[config.mk]
export PLATFORM = sky130hd
export DESIGN_NAME = instr_fetch_queue
export DESIGN_NICKNAME = d
export VERILOG_FILES = /design/src/rtl/instr_fetch_queue.sv
export SDC_FILE = /design/constraint.sdc
export NUM_CORES = 1
export LEC_CHECK = 0
export CORE_ASPECT_RATIO = 0.5
export CORE_MARGIN = 2
export CORE_UTILIZATION = 35
export DETAILED_ROUTE_END_ITERATION = 8
export SYNTH_ARGS = -nofsm -noshare
export SYNTH_HDL_FRONTEND = slang
export SYNTH_SLANG_ARGS = --single-unit
[constraint.sdc]
create_clock -name clk -period 2.8 [get_ports clk]
set_input_delay 0.42 -clock clk [delete_from_list [all_inputs] [get_ports clk]]
set_output_delay 0.42 -clock clk [all_outputs]
set_load 0.005 [all_outputs]
[src/rtl/instr_fetch_queue.sv]
// rtl/instr_fetch_queue.sv - PC owner, ROM address driver and prefetch FIFO feeding decode
// Redirect flushes the FIFO and restarts fetch; an out-of-range PC halts fetch until redirect.
module instr_fetch_queue #(
  parameter int                 ADDR_W    = 16,
  parameter int                 INSTR_W   = 16,
  parameter int                 DEPTH     = 4,
  parameter int                 MEM_BYTES = 1024,
  parameter logic [ADDR_W-1:0]  RESET_PC  = 16'h0000
) (
  input  logic               clk,
  input  logic               reset,
  output logic [ADDR_W-1:0]  imem_addr,
  input  logic [INSTR_W-1:0] imem_instr,
  input  logic               redirect_valid,
  input  logic [ADDR_W-1:0]  redirect_pc,
  output logic               out_valid,
  input  logic               out_ready,
  output logic [INSTR_W-1:0] out_instr,
  output logic [ADDR_W-1:0]  out_pc,
  output logic               fetch_halted
);

  localparam int PTR_W = $clog2(DEPTH);
  localparam logic [ADDR_W:0]  MEM_LIMIT = (ADDR_W+1)'(MEM_BYTES);
  localparam logic [PTR_W:0]   FULL_CNT  = (PTR_W+1)'(DEPTH);

  typedef enum logic {RUN, HALT} state_t;

  state_t              state_q, state_d;
  logic [ADDR_W-1:0]   pc_q, pc_d;
  logic [PTR_W:0]      count_q, count_d;
  logic [PTR_W-1:0]    wr_ptr_q, wr_ptr_d;
  logic [PTR_W-1:0]    rd_ptr_q, rd_ptr_d;
  logic [INSTR_W-1:0]  instr_mem_q [DEPTH];
  logic [INSTR_W-1:0]  instr_mem_d [DEPTH];
  logic [ADDR_W-1:0]   pc_mem_q [DEPTH];
  logic [ADDR_W-1:0]   pc_mem_d [DEPTH];

  logic in_range;
  logic full;
  logic pop;
  logic push;

  // Widened by one bit so a PC near the top of the address space cannot wrap into range.
  assign in_range = ({1'b0, pc_q} + (ADDR_W+1)'(3)) < MEM_LIMIT;
  assign full     = (count_q == FULL_CNT);
  assign pop      = (count_q != '0) && out_ready;
  assign push     = (state_q == RUN) && in_range && (!full || pop);

  always_comb begin
    state_d     = state_q;
    pc_d        = pc_q;
    count_d     = count_q;
    wr_ptr_d    = wr_ptr_q;
    rd_ptr_d    = rd_ptr_q;
    instr_mem_d = instr_mem_q;
    pc_mem_d    = pc_mem_q;
    if (redirect_valid) begin
      count_d  = '0;
      wr_ptr_d = '0;
      rd_ptr_d = '0;
      pc_d     = redirect_pc & ~(ADDR_W'(3));
      state_d  = RUN;
    end else begin
      if (state_q == RUN && !in_range) begin
        state_d = HALT;
      end
      if (push) begin
        instr_mem_d[wr_ptr_q] = imem_instr;
        pc_mem_d[wr_ptr_q]    = pc_q;
        wr_ptr_d              = wr_ptr_q + 1'b1;
        pc_d                  = pc_q + ADDR_W'(4);
      end
      if (pop) begin
        rd_ptr_d = rd_ptr_q + 1'b1;
      end
      count_d = count_q + (PTR_W+1)'(push) - (PTR_W+1)'(pop);
    end
  end

  always_ff @(posedge clk) begin
    if (reset) begin
      state_q  <= RUN;
      pc_q     <= RESET_PC;
      count_q  <= '0;
      wr_ptr_q <= '0;
      rd_ptr_q <= '0;
      for (int i = 0; i < DEPTH; i++) begin
        instr_mem_q[i] <= '0;
        pc_mem_q[i]    <= '0;
      end
    end else begin
      state_q     <= state_d;
      pc_q        <= pc_d;
      count_q     <= count_d;
      wr_ptr_q    <= wr_ptr_d;
      rd_ptr_q    <= rd_ptr_d;
      instr_mem_q <= instr_mem_d;
      pc_mem_q    <= pc_mem_d;
    end
  end

  assign imem_addr    = pc_q;
  assign out_valid    = (count_q != '0);
  assign out_instr    = instr_mem_q[rd_ptr_q];
  assign out_pc       = pc_mem_q[rd_ptr_q];
  assign fetch_halted = (state_q == HALT);

endmodule

==> results of run 1 <==
==> kinds of logic (layout without fill, tap and decap cells) <==
group	count (synthesis)	in the layout	share of synthesized area
simple gates	251	251	0.196
flops	142	142	0.480
mux	62	62	0.168
xor+xnor	8	8	0.0118
compound gates	86	86	0.0791
other cells	1	4	0.000634
buf+inv	62	139	0.0459
fa+ha+maj	8	8	0.0182
==> critical path, delay by kind of cell (launching register included) <==
family	cells	cell delay, ns
flops	1	0.48
mux	1	0.56
buf+inv	2	0.75
==> where the power goes <==
part	total [W]	leakage [nW]	switching [W]	internal, W
clock network	0.00224	0.283	0.000847	0.00140
registers	0.00211	1.15	0.0000526	0.00206
logic	0.000403	1.42	0.000194	0.000209
total	0.00476	2.86	0.00109	0.00367
==> worst max-delay path by stage <==
stage,to,start,cells after the start
detailed placement,count_q[2]$_SDFF_PP0_,out_ready,11
global placement,count_q[2]$_SDFF_PP0_,out_ready,11
global route,out_instr[8],rd_ptr_q[0]$_SDFFE_PP0P_,3
CTS,out_instr[8],rd_ptr_q[0]$_SDFFE_PP0P_,3
finish,out_instr[8],rd_ptr_q[0]$_SDFFE_PP0P_,3
floorplan,count_q[2]$_SDFF_PP0_,imem_addr[11]$_SDFFE_PP0P_,10
==> cells in the mapped netlist, drive strengths merged <==
master	number	area, um^2
a211oi	5	42.5
a21oi	74	370
a311oi	1	8.76
a31o	1	8.76
a31oi	1	6.26
and3	27	169
and4	4	35.0
buf	22	121
clkbuf	31	116
conb	1	3.75
dfxtp	142	2840
fa	1	20.0
ha	7	87.6
inv	9	33.8
mux2i	32	320
mux4	30	676
nand2	148	556
nand2b	1	6.26
nand3	4	20.0
nand4	6	37.5
nor2	42	158
nor2b	3	18.8
nor3	4	31.3
nor4	5	61.3
nor4b	2	23.8
o211ai	1	7.51
o21ai	1	5.00
o311a	1	10.0
o31a	1	8.76
or3	3	20.0
or4	1	11.3
or4b	1	10.0
xnor2	7	61.3
xor2	1	8.76
==> routing by layer <==
layer  share of wire  GRT usage
met1            0.48      0.229
met3           0.051     0.0394
met5               0          0
met4          0.0087     0.0538
met2            0.46      0.270
==> sequential cells by signal (all words and copies together), names as in the netlist <==
register,flops
rd_ptr_q,2
pc_mem_q,56
wr_ptr_q,2
imem_addr,14
instr_mem_q,64
fetch_halted,1
count_q,3
==> layout make-up <==
class / instances / area share
Inverter: 9 / 0.00448
Clock buffer: 21 / 0.0637
Sequential cell: 142 / 0.377
Multi-Input combinational cell: 419 / 0.373
Clock inverter: 9 / 0.0146
Timing Repair Buffer: 100 / 0.129
Tap cell: 227 / 0.0377
==> through the flow <==
stage	util	total power [W]	hold slack, ns	worst slack (ns)	cells
3_3_place_gp	0.422	0.00256	0.435	0.192	897
4_1_cts	0.458	0.00481	0.292	0.116	927
5_1_grt	0.458	0.00495	0.304	0.0638	927
6_report	0.458	0.00476	0.305	0.156	927
2_1_floorplan	-	0.00236	0.429	0.193	623
3_5_place_dp	0.422	0.00256	0.442	0.201	897
==> results.cfg, run 1 <==
[sta]
tightest_slew_ns = 1.01
fin_tns_setup_ns = 0
fmax_mhz = 378
fin_crit_sh = 0.944
skew_ns = 0.00893
hold_viol = 0
setup_viol = 0
slew_headroom = 0.323
min_period_ns = 2.64
final-max-slew-violation-count = 0
rsz0062_at_grt = no

[worst_hold_path]
hold_class = in2reg
hold_end = imem_addr[5]$_SDFFE_PP0P_
hold_depth = 2
min_from = reset

[synthesis]
syn-cell-area_um2 = 5920
synthCells = 620
yosysWarnings = 0
synth.avg_cell_area_um2 = 9.54
yosysSeqAreaShare = 0.480
ys_types = 41
ys_seq_elements = 142

[power_and_ir_drop]
ir_worst_vdd_mv = 0.400
leakage_nw = 2.86
power_density_nw_per_um2 = 632

[clocking]
path_clk_slew_ns = 0.06
cts_root_buf = clkbuf_16
clock_sink_count = 142
cts_hold_buf = 0
numCtsBuffers = 17
cts_setup_buffers = 0
post_cts_resized = 0
h-tree-depth = 4
clk_path_buf_depth = 2
clk_latency_ns = 0.41
cts_tree = done

[cells_and_area]
layout-drive-gt1-share = 0.130
nets = 733
multi_input_area_um2 = 2810
mostFrequentLayoutCells = nand2_1, dfxtp_1, clkdlybuf4s50_1
final_common_cell = nand2_1
fillers = 1514
stdcell_area_um2 = 7540
antennaDiodeCount = 0
syn_to_final_growth_pct = 27.4
seq_area_um2 = 2840

[placed_design]
dpl.hpwl_um = 8920
dpl-instance-area_um2 = 6950
gp_congestion = 0.716
portBuffers = 79

[critical_path]
crit_path_end_kind = primary output
cp-start-kind = register
rr_worst_depth = 10
rr_endpoint = count_q[2]$_SDFF_PP0_
crit_chain = buf_12 -> mux4_2 -> clkdlybuf4s50_1
max_stage_delay_ns = 0.56
crit_fanout = 26
r2r_slack_ns = 0.24
arrival_ns = 2.22
required_ns = 2.38
path_class = reg2out
slowest_stage = mux4_2
rr_startpoint = imem_addr[11]$_SDFFE_PP0P_

[die]
core_area_um2 = 16500
fp-row-count = 33
die_area_um2 = 18000
die_y_um = 95.9
die_w_um = 188
initial_core_util = 0.359
io_pins = 86

[route]
antenna_left = 0
wirelength_um = 14500
dr_total_vias = 4549
wire_per_inst_um = 15.6
vias_per_cell = 4.91
drt_first_pass_iters = 7
drc = 0
detail_route.iter0.violations = 309

[grt]
grt_pass1_wl_um = 23400
grt_max_degree = 97
antenna_found_initial = 0
grt.total_usage = 0.169
grt_pass1_vias = 4508
grt_overflow = 0

[flow_run]
maxCapViolations = 0

[status]
outcome = complete, no violations
Note: power is estimated with default switching activity, not from simulation.
==> inputs of run 2 (changes only) <==
- CAP_MARGIN: default -> 20
==> results of run 2 <==
Same layout as run 1: the final DEF is identical, and so are final timing and power.
==> inputs of run 3 (changes only) <==
- SLEW_MARGIN: default -> 20
==> results of run 3 <==
Same layout as run 1: the final DEF is identical, and so are final timing and power.
